## src/rtl/dmem_port_arbiter.sv

```systemverilog
// Port B arbiter between the CPU load/store path and the RAS spill/fill engine.
// Define DMEM_ARB_STARVE_GUARD_EN to enable the RAS starvation guard.
module dmem_port_arbiter #(
    parameter int STARVE_LIMIT = 4,
    parameter int AW           = 32,
    parameter int DW           = 32
) (
    input  logic          clk,
    input  logic          rst,
    input  logic          cpu_rd,
    input  logic          cpu_wr,
    input  logic          cpu_mmio,
    input  logic [AW-1:0] cpu_addr,
    input  logic [DW-1:0] cpu_din,
    input  logic [3:0]    cpu_wen,
    input  logic [2:0]    cpu_strctrl,
    output logic [DW-1:0] cpu_dout,
    output logic          cpu_hold,
    input  logic          ras_req,
    input  logic          ras_wr,
    input  logic [AW-1:0] ras_addr,
    input  logic [DW-1:0] ras_din,
    output logic          ras_ack,
    output logic          ras_rvalid,
    output logic [DW-1:0] ras_dout,
    output logic          mem_en,
    output logic [AW-1:0] mem_addr,
    output logic [DW-1:0] mem_din,
    output logic [3:0]    mem_wen,
    output logic [2:0]    mem_strctrl,
    input  logic [DW-1:0] mem_dout
);

    typedef enum logic [2:0] {
        IDLE,
        CPU_RD,
        CPU_WR,
        RAS_RD,
        RAS_WR
    } owner_t;

    owner_t        owner_q;
    owner_t        owner_d;
    logic [DW-1:0] cpu_q;
    logic [DW-1:0] ras_q;
    logic          cpu_req;
    logic          force_grant;
    logic          grant_cpu;
    logic          grant_ras;

    assign cpu_req = (cpu_rd | cpu_wr) & ~cpu_mmio;

`ifdef DMEM_ARB_STARVE_GUARD_EN
    localparam int CW = $clog2(STARVE_LIMIT + 1);

    logic [CW-1:0] wait_cnt;

    always_ff @(posedge clk or posedge rst) begin
        if (rst) begin
            wait_cnt <= '0;
        end else if (ras_req & ~grant_ras) begin
            if (wait_cnt != CW'(STARVE_LIMIT))
                wait_cnt <= wait_cnt + CW'(1);
        end else begin
            wait_cnt <= '0;
        end
    end

    assign force_grant = ras_req & (wait_cnt == CW'(STARVE_LIMIT));
`else
    logic unused_limit;

    assign unused_limit = ^STARVE_LIMIT;
    assign force_grant  = 1'b0;
`endif

    // Grants are gated by reset so the port goes quiet the moment rst rises.
    assign grant_ras = ~rst & ras_req & (force_grant | ~cpu_req);
    assign grant_cpu = ~rst & cpu_req & ~force_grant;
    assign ras_ack   = grant_ras;
    assign cpu_hold  = ~rst & force_grant & cpu_req;

    always_comb begin
        mem_en      = 1'b0;
        mem_addr    = cpu_addr;
        mem_din     = cpu_din;
        mem_wen     = 4'b0000;
        mem_strctrl = 3'b000;
        owner_d     = IDLE;
        unique case (1'b1)
            grant_ras: begin
                mem_en      = 1'b1;
                mem_addr    = ras_addr;
                mem_din     = ras_din;
                mem_wen     = ras_wr ? 4'b1111 : 4'b0000;
                mem_strctrl = ras_wr ? 3'b100 : 3'b000;
                owner_d     = ras_wr ? RAS_WR : RAS_RD;
            end
            grant_cpu: begin
                mem_en      = 1'b1;
                mem_wen     = cpu_wen;
                mem_strctrl = cpu_strctrl;
                owner_d     = cpu_wr ? CPU_WR : CPU_RD;
            end
            default: ;
        endcase
    end

    always_ff @(posedge clk or posedge rst) begin
        if (rst) begin
            owner_q <= IDLE;
            cpu_q   <= '0;
            ras_q   <= '0;
        end else begin
            owner_q <= owner_d;
            if (owner_q == CPU_RD)
                cpu_q <= mem_dout;
            if (owner_q == RAS_RD)
                ras_q <= mem_dout;
        end
    end

    // Read data belongs to whoever held the port in the previous cycle.
    assign ras_rvalid = (owner_q == RAS_RD);
    assign ras_dout   = ras_rvalid ? mem_dout : ras_q;
    assign cpu_dout   = (owner_q == CPU_RD) ? mem_dout : cpu_q;

endmodule
```

## config.mk

```make
export PLATFORM = sky130hd
export DESIGN_NAME = dmem_port_arbiter
export DESIGN_NICKNAME = d
export VERILOG_FILES = /design/src/rtl/dmem_port_arbiter.sv
export SDC_FILE = /design/constraint.sdc
export NUM_CORES = 1
export LEC_CHECK = 0
export ABC_AREA = 0
export CAP_MARGIN = 20
export CORE_AREA = 4 4 120 122
export CTS_CLUSTER_SIZE = 10
export DETAILED_ROUTE_END_ITERATION = 8
export DIE_AREA = 0 0 124 126
export PLACE_DENSITY = 0.66
export SETUP_SLACK_MARGIN = 0.2
export SKIP_CTS_REPAIR_TIMING = 1
export SLEW_MARGIN = 20
export SYNTH_ARGS = -nofsm -noshare
export SYNTH_HDL_FRONTEND = slang
export SYNTH_SLANG_ARGS = --single-unit
```

## constraint.sdc

```tcl
create_clock -name clk -period 10.6 [get_ports clk]
set_input_delay 3.18 -clock clk [delete_from_list [all_inputs] [get_ports clk]]
set_output_delay 3.18 -clock clk [all_outputs]
set_load 0.01 [all_outputs]
```

==> results.md, run 1 <==
- The flow ran to the end, and the final reports show no timing, DRC or antenna violations.
- The via count of the first global-routing pass came to 3550.
- The starting density of the core is 26.5%.
- The placeable core area is 13200 sq um.
- The synthesized netlist contains 23 unique library cells.
- The final estimated routing congestion in global placement is 1.02.
- The detail route stage leaves a number of antenna-violating nets equal to 0.
- Counting flops with a built-in enable in the synthesized netlist gives 0.
- The worst setup path is launched from an input port.
- In the final layout, the share of cells above drive strength 1 is 27.6%.
- The master cell of the clock root buffer is clkbuf_16.
- Entering global routing, the biggest net connects 71 pins.
- Clock skew on the completed layout was measured at 0.00462 ns.
- The placed cell area is 6760 sq um.
- The cell class contributing the biggest share of worst-path delay is buffers and inverters.
- The complex-gate fraction of the synthesized area is 2.22%.
- The parity-gate share of the synthesized area counting xor and xnor cells is 0%.
- By area the synthesized netlist is led by dfrtp_1 48%, mux2_2 33%, mux2_4 12%.
- The type of the worst min-delay path is flop to flop.
- For this block, the routed nets add up to 14800 um of wire.
- The transition at the pin with the smallest max-transition slack is 0.859 ns.
- The clock net sink count is 67.
- Across the VDD grid, the largest voltage drop is 79.4 uV.
- Walking the worst path, the cells encountered are clkdlybuf4s50_1 > inv_2 > nand3_4 > buf_16 > mux2_2 > clkdlybuf4s50_1.
- Setup violations remaining at the end of the flow were counted as 0.
- The count of final hold-check violations was 0.
- The register area share after synthesis is 48.0%.
- The later pin in the worst-skew pair is clocked with a latency of 0.32 ns.
- The multiplexer share of the synthesized area is 44.1%.
- The synthesized design contains 67 register bits.
- The synthesized netlist devotes 2.18% of its cell area to simple gates.
- During synthesis, Yosys emitted a total of 0 warnings.
- The launching element of the worst setup path is rst.
- The most numerous cell in the Yosys netlist is mux2_2.
- The slowest stage of the critical path belongs to the cell clkdlybuf4s50_1.
- The synthesized design devotes to its leading area cell type 48.0% of total area.
- The startpoint identified for the worst register-to-register timing path is owner_q[2].
- Timing would allow up to 115 MHz.
- After synthesis the cells add up to 3490 sq um.
- The number of stages on the worst setup path is 6.
- The residual DRC count is 0.
- The deepest level of the CTS H-tree is 3.
- The total number of vias is 3190.
- The number of design-rule violations left by the first detailed-router iteration is 120.
- A synthesized cell averages 14.7 sq um.
- The count of standard-cell rows is 42.
- Summed over all failing endpoints, the final setup total negative slack is 0 ns.
- The die is 126 um tall.
- The average wire per standard cell is 20.3 um.
- The number of nets at the end of the flow is 723.
- Dividing total power by cell area gives a power density of 158 nW/um^2.
- For this run, the slowest stage of the critical path takes 0.64 ns.
- STA puts the critical path data required time at 7.42 ns.
- The number of nets handed over by synthesis was 412.
- 313 I/O pins were placed.
- By area, the combinational part of the netlist is dominated by multiplexers.
- The number of diodes is 0.
- The startpoint-to-endpoint class of the critical path is input port to output pin.
- The commonest cells after synthesis are 101 x mux2_2, 67 x dfrtp_1, 27 x mux2_4.
- The element type at the critical path end is an output pin.
- Setup repair after global routing left no endpoint under its margin.
- Detailed placement ended at an HPWL of 12200 um.
- The global-route usage over all layers is 18.6%.
- The biggest area contributor in the post-synthesis netlist is dfrtp_1.
- For this run, the detailed router's first-pass iteration total came to 4.
- The die is 124 um wide.
- In the routed layout, each cell is associated on average with a via count of 4.37.
- The adder-cell share of the synthesized area is 0%.
- The worst-case register-to-register setup slack is 8.60 ns.
- The end of the worst register-to-register path is ras_q[12].
- The cell type with the highest occurrence count on the critical path is clkdlybuf4s50_1.
- Including well taps, the total number of placed cells is 713.
- The number of antenna violations at the first check in global routing came to 0.
- The minimum clock period is 8.66 ns.
- The sum of buffers and inverters on the critical path is 4.
- Once layout is done, the placed cells without fillers occupy 7130 sq um.
- TritonCTS built the clock tree.
- The global-route congestion overflow total is 0.
- Along the worst path, the maximum fanout reaches 39.
- The floorplan step defined a die boundary enclosing 15600 sq um.
- In the synthesized netlist the async set-or-reset flop fraction comes to 100%.
- The clock passes through at most 2 buffers.
- The first global-routing pass estimated 21600 um of wire.
- The post-route fraction of the period consumed by the critical path is 81.7%.
- Synthesis produced 238 cells.
- The most critical setup path has its endpoint at mem_addr[1].
- The TritonCTS buffer count is 9.
- The relative slew slack is 42.6%.
- For this run, the number of standard cells in the final layout without fillers is 730.
- The logic depth of the worst register-to-register path is 3.
- Buffers placed on the I/O ports in this run total 311.
- Compared with the post-synthesis result, the final layout area differs by 104%.
- The total of max-cap violations is 0.
- The final number of max-transition violations is 0.
- The most used flip-flop cell after synthesis is dfrtp_1.
- For this design the static power due to leakage is 2.94 nW.
- After clock tree synthesis, the clock-pin slew on the worst setup and hold paths is 0.05 ns.
- The signal arrival time at the worst endpoint is 5.48 ns.
## registers in the layout, indices dropped and copies added, names as in the netlist
register and cells:
cpu_q 32, ras_q 32, owner_q 3
## cells in the final DEF (no fill, tap or decap)
cell type,Yosys,routed
clkdlybuf4s50_1,0,311
mux2_2,101,101
dfrtp_1,67,67
mux2_4,27,27
clkbuf_16,0,9
nand2_1,5,5
a21oi_1,5,5
inv_1,3,3
buf_4,1,3
and3_1,2,2
clkinvlp_4,0,2
clkbuf_8,0,2
bufinv_16,0,2
nor3b_4,0,1
inv_2,1,1
o21bai_4,1,1
nand3_4,0,1
nand2b_1,1,1
o21ai_0,1,1
o21ba_2,1,1
nand3b_1,1,1
nand3_1,1,1
nor2_1,1,1
a32o_1,1,1
o32ai_1,1,1
conb_1,1,1
inv_6,0,1
buf_16,0,1
## layer usage
metal  GRT usage [%]  part of all wire, %  up-vias  wire length, um
li1                -                    -     1477                -
met1            20.7                   37     1532             5410
met2            32.6                   53      165             7810
met3            7.26                  8.8       16             1300
met4            5.41                  2.0        0              296
met5               0                    0        -                0
## how the worst min path moves through the flow
| stage | start | to | depth (start not counted) |
|---|---|---|---|
| finish | ras_q[3] | ras_q[3] | 1 |
| global route | cpu_q[14] | cpu_q[14] | 1 |
| CTS | ras_q[31] | ras_q[31] | 1 |
| detailed placement | ras_q[31] | ras_q[31] | 1 |
| global placement | ras_q[7] | ras_q[7] | 1 |
| floorplan | ras_q[22] | ras_q[22] | 1 |
## stage by stage
step	setup WS [ns]	util, %	total power, mW	hold slack, ns
after CTS	1.59	53.8	1.14	0.495
after detailed placement	1.59	51.3	0.808	0.483
after global placement	1.63	51.3	0.801	0.478
final	1.94	54.0	1.12	0.493
after global routing	1.81	54.0	1.18	0.503
after floorplan	2.40	-	0.523	0.512
## final cells by class
class	count	area, sq um
fill	1122	6060
clock inverter	5	83.8
timing repair buffer	315	3160
tap	176	220
clock buffer	11	253
multi-input combinational	152	1710
inverter	4	15.0
sequential	67	1680
## where the power goes
part | switching (mW) | internal, mW
clock network | 0.106 | 0.219
registers | 0.0161 | 0.327
logic | 0.168 | 0.288
total | 0.290 | 0.834
## cell families after synthesis
logic type	count (synthesis)
other cells	1
compound gates	10
simple gates	13
flops	67
buf+inv	19
mux	128
No activity file was read; power rests on OpenSTA's default activity.
==> inputs of run 2 (changes only) <==
- CORE_AREA: 4 4 120 122 -> 4 4 121 123
- DIE_AREA: 0 0 124 126 -> 0 0 125 127
- PLACE_DENSITY: 0.66 -> 0.67
- clock period: 10.6 -> 7 ns (I/O delays scaled with it)
==> results.md, run 2 (same netlist as run 1, synthesis figures left out) <==
- The run finished with clean final reports.
- The quantity of I/O buffers inserted on ports is 311.
- Clock-pin slew was measured on the worst setup and hold paths at 0.05 ns.
- The analysis attributes to cell leakage a power of 2.94 nW.
- The total power per unit cell area is 238 nW/um^2.
- The master cell of the clock root buffer is clkbuf_16.
- The startpoint-to-endpoint class of the critical path is input port to output pin.
- The routed length on met2 is 7770 um.
- From bottom edge to top edge, the die measures 127 um.
- Once layout is complete, the utilization of the core stands at 52.2%.
- For this design the top-level I/O count stands at 313.
- In this run the tightest slew margin relative to its limit is 42.3%.
- The total routed wirelength is 14400 um.
- The final estimated routing congestion in global placement is 0.877.
- The min-delay analysis places its worst path in the category flop to flop.
- In the final layout, flip-flops and latches occupy 1680 sq um.
- For the final routed database, the setup TNS stands at 0 ns.
- Leaving out fill and tap cells, the most frequent cells in the layout are 311 x clkdlybuf4s50_1, 101 x mux2_2, 67 x dfrtp_1.
- The maximum achievable frequency is 156 MHz.
- The number of buffers between clock root and the deepest sink is 2.
- The global-route usage over all layers is 17.4%.
- The count of final hold-check violations is 0.
- Final hold analysis gives a worst-case slack of 0.492 ns.
- After floorplanning, the core was sized to cover 13700 sq um.
- The fraction of layout instances using a drive strength above 1 is 27.7%.
- The first-pass iteration count of the detailed router is 4.
- The end of the worst register-to-register path is cpu_q[16].
- Sequential cells burn 30.7% of the power.
- The logic depth of the worst register-to-register path is 3.
- The type of origin of the critical path is an input port.
- The worst clock skew is 0.00215 ns.
- The residual DRC count is 0.
- Setup repair after global routing left no endpoint under its margin.
- The latest clock arrival within the worst-skew pair is 0.32 ns.
- From left edge to right edge, the die measures 125 um.
- The CTS tree is yes.
- The number of antenna violations at the first check in global routing is 0.
- The library cell used most frequently in the layout, excluding fill and tap cells, is clkdlybuf4s50_1.
- The transition at the pin with the smallest max-transition slack is 0.865 ns.
- The first global-routing pass estimated 21300 um of wire.
- The element type at the critical path end is an output pin.
- The combined area of the multi-input logic cells is 1710 sq um.
- CTS saw 67 sinks.
- After detailed routing, the number of vias per cell comes to 4.32.
- The total net switching power is 432 uW.
- The area growth from synthesis to layout is 104%.
- Clock tree synthesis inserted a total of 9 buffers.
- The internal power of the cells totals 1.26 mW.
- Detailed routing placed a total of 1400 um of wire on met3.
- The final number of max-transition violations is 0.
- The worst-case register-to-register setup slack is 5.04 ns.
- At the worst endpoint, the required time is 4.90 ns.
- The number of nets at the end of the flow is 725.
- The number of nets still failing antenna checks after routing is 0.
- The repair_antennas step left the layout with diodes totalling 0.
- The overall power consumption is 1.69 mW.
- After the first detailed-routing iteration, the DRC count stood at 97.
- The top metal layer carrying routed signals is met4.
- Setup violations remaining at the end of the flow were counted as 0.
- Counting instances, the worst hold path has a depth of 1.
- After global routing the overflow that remains totals 0.
- VDD sags by at most 98.3 uV.
- The worst hold path begins at cpu_q[21].
- The path with the worst hold slack has its endpoint at cpu_q[21].
- The total of max-cap violations is 0.
- In this run the worst path has a maximum fanout of 70.
- The part of the total power dissipated in combinational logic is 40.7%.
- The minimum clock period is 6.39 ns.
- The deepest level of the CTS H-tree is 3.
- In the final layout, the registers with the most flip-flops are cpu_q x32, ras_q x32, owner_q x3.
- In this run the critical register-to-register path is launched from owner_q[2].
- The die covers 15900 sq um.
- Of the available clock period, the critical path in the final layout requires 91.3%.
- The total half-perimeter wirelength after legalization and detailed placement is 12000 um.
- The starting density of the core is 25.6%.
- For this block, wires on met1 add up to 4990 um.
- After floorplanning, the core was divided into 43 placement rows.
- The maximum number of pins on one net before global-route repair is 71.
- The signal arrival time at the worst endpoint is 4.29 ns.
- The share of total power dissipated in the clock network is 28.6%.
- After detailed routing, the average wire length per cell comes to 19.5 um.
- Summing over every cut layer, the via total after detailed routing is 3181.
- The via count of the first global-routing pass is 3652.
- The number of inserted filler cells in the final layout is 1198.
- Net switching is 25.5% of the power.
[run 2: cell count changes in the layout (fill, tap and decap cells not counted), sizes merged]
| cell | before | now |
|---|---|---|
| buf | 4 | 6 |
| clkinv | 0 | 1 |
| clkbuf | 11 | 12 |
| clkinvlp | 2 | 1 |
| inv | 5 | 4 |
[run 2: power groups by stage]
stage	registers (mW)	logic (mW)	clock network (mW)
after floorplan	0.517	0.275	0
after global placement	0.522	0.692	0
after detailed placement	0.527	0.696	0
after CTS	0.521	0.701	0.501
after global routing	0.529	0.732	0.517
final	0.521	0.689	0.485
[run 2: worst max-delay path, cell delays in order]
cell and delay, ns:
clkdlybuf4s50_1 0.54, inv_2 0.13, buf_4 0.68, and3_1 0.28, clkdlybuf4s50_1 0.54
[run 2: how the worst max path moves through the flow]
| stage | endpoint | cells past startpoint | from | slack (ns) |
|---|---|---|---|---|
| finish | mem_strctrl[0] | 5 | rst | 0.61 |
| global route | mem_strctrl[0] | 5 | rst | 0.32 |
| CTS | mem_strctrl[0] | 5 | rst | 0.53 |
| detailed placement | mem_strctrl[0] | 5 | rst | 0.53 |
| global placement | mem_strctrl[0] | 5 | rst | 0.58 |
| floorplan | mem_addr[10] | 6 | rst | 0.96 |
[run 2: per-layer routing]
layer	GRT usage, %	up-vias
met5	0	-
li1	-	1479
met1	17.7	1527
met3	8.19	16
met4	4.78	0
met2	32.2	159
[run 2: layout make-up]
cell class,instances,share of cell area [%]
timing repair buffer,317,44.5
multi-input combinational,152,24.0
sequential,67,23.5
clock buffer,12,3.60
tap,180,3.16
clock inverter,4,1.02
inverter,4,0.211
[run 2: metrics by stage]
stage	worst slack (ns)	cell area [sq um]	instances
3_5_place_dp	0.529	6800	720
5_1_grt	0.323	7130	736
4_1_cts	0.528	7130	736
2_1_floorplan	0.963	3490	238
6_report	0.610	7130	736
3_3_place_gp	0.579	6800	720
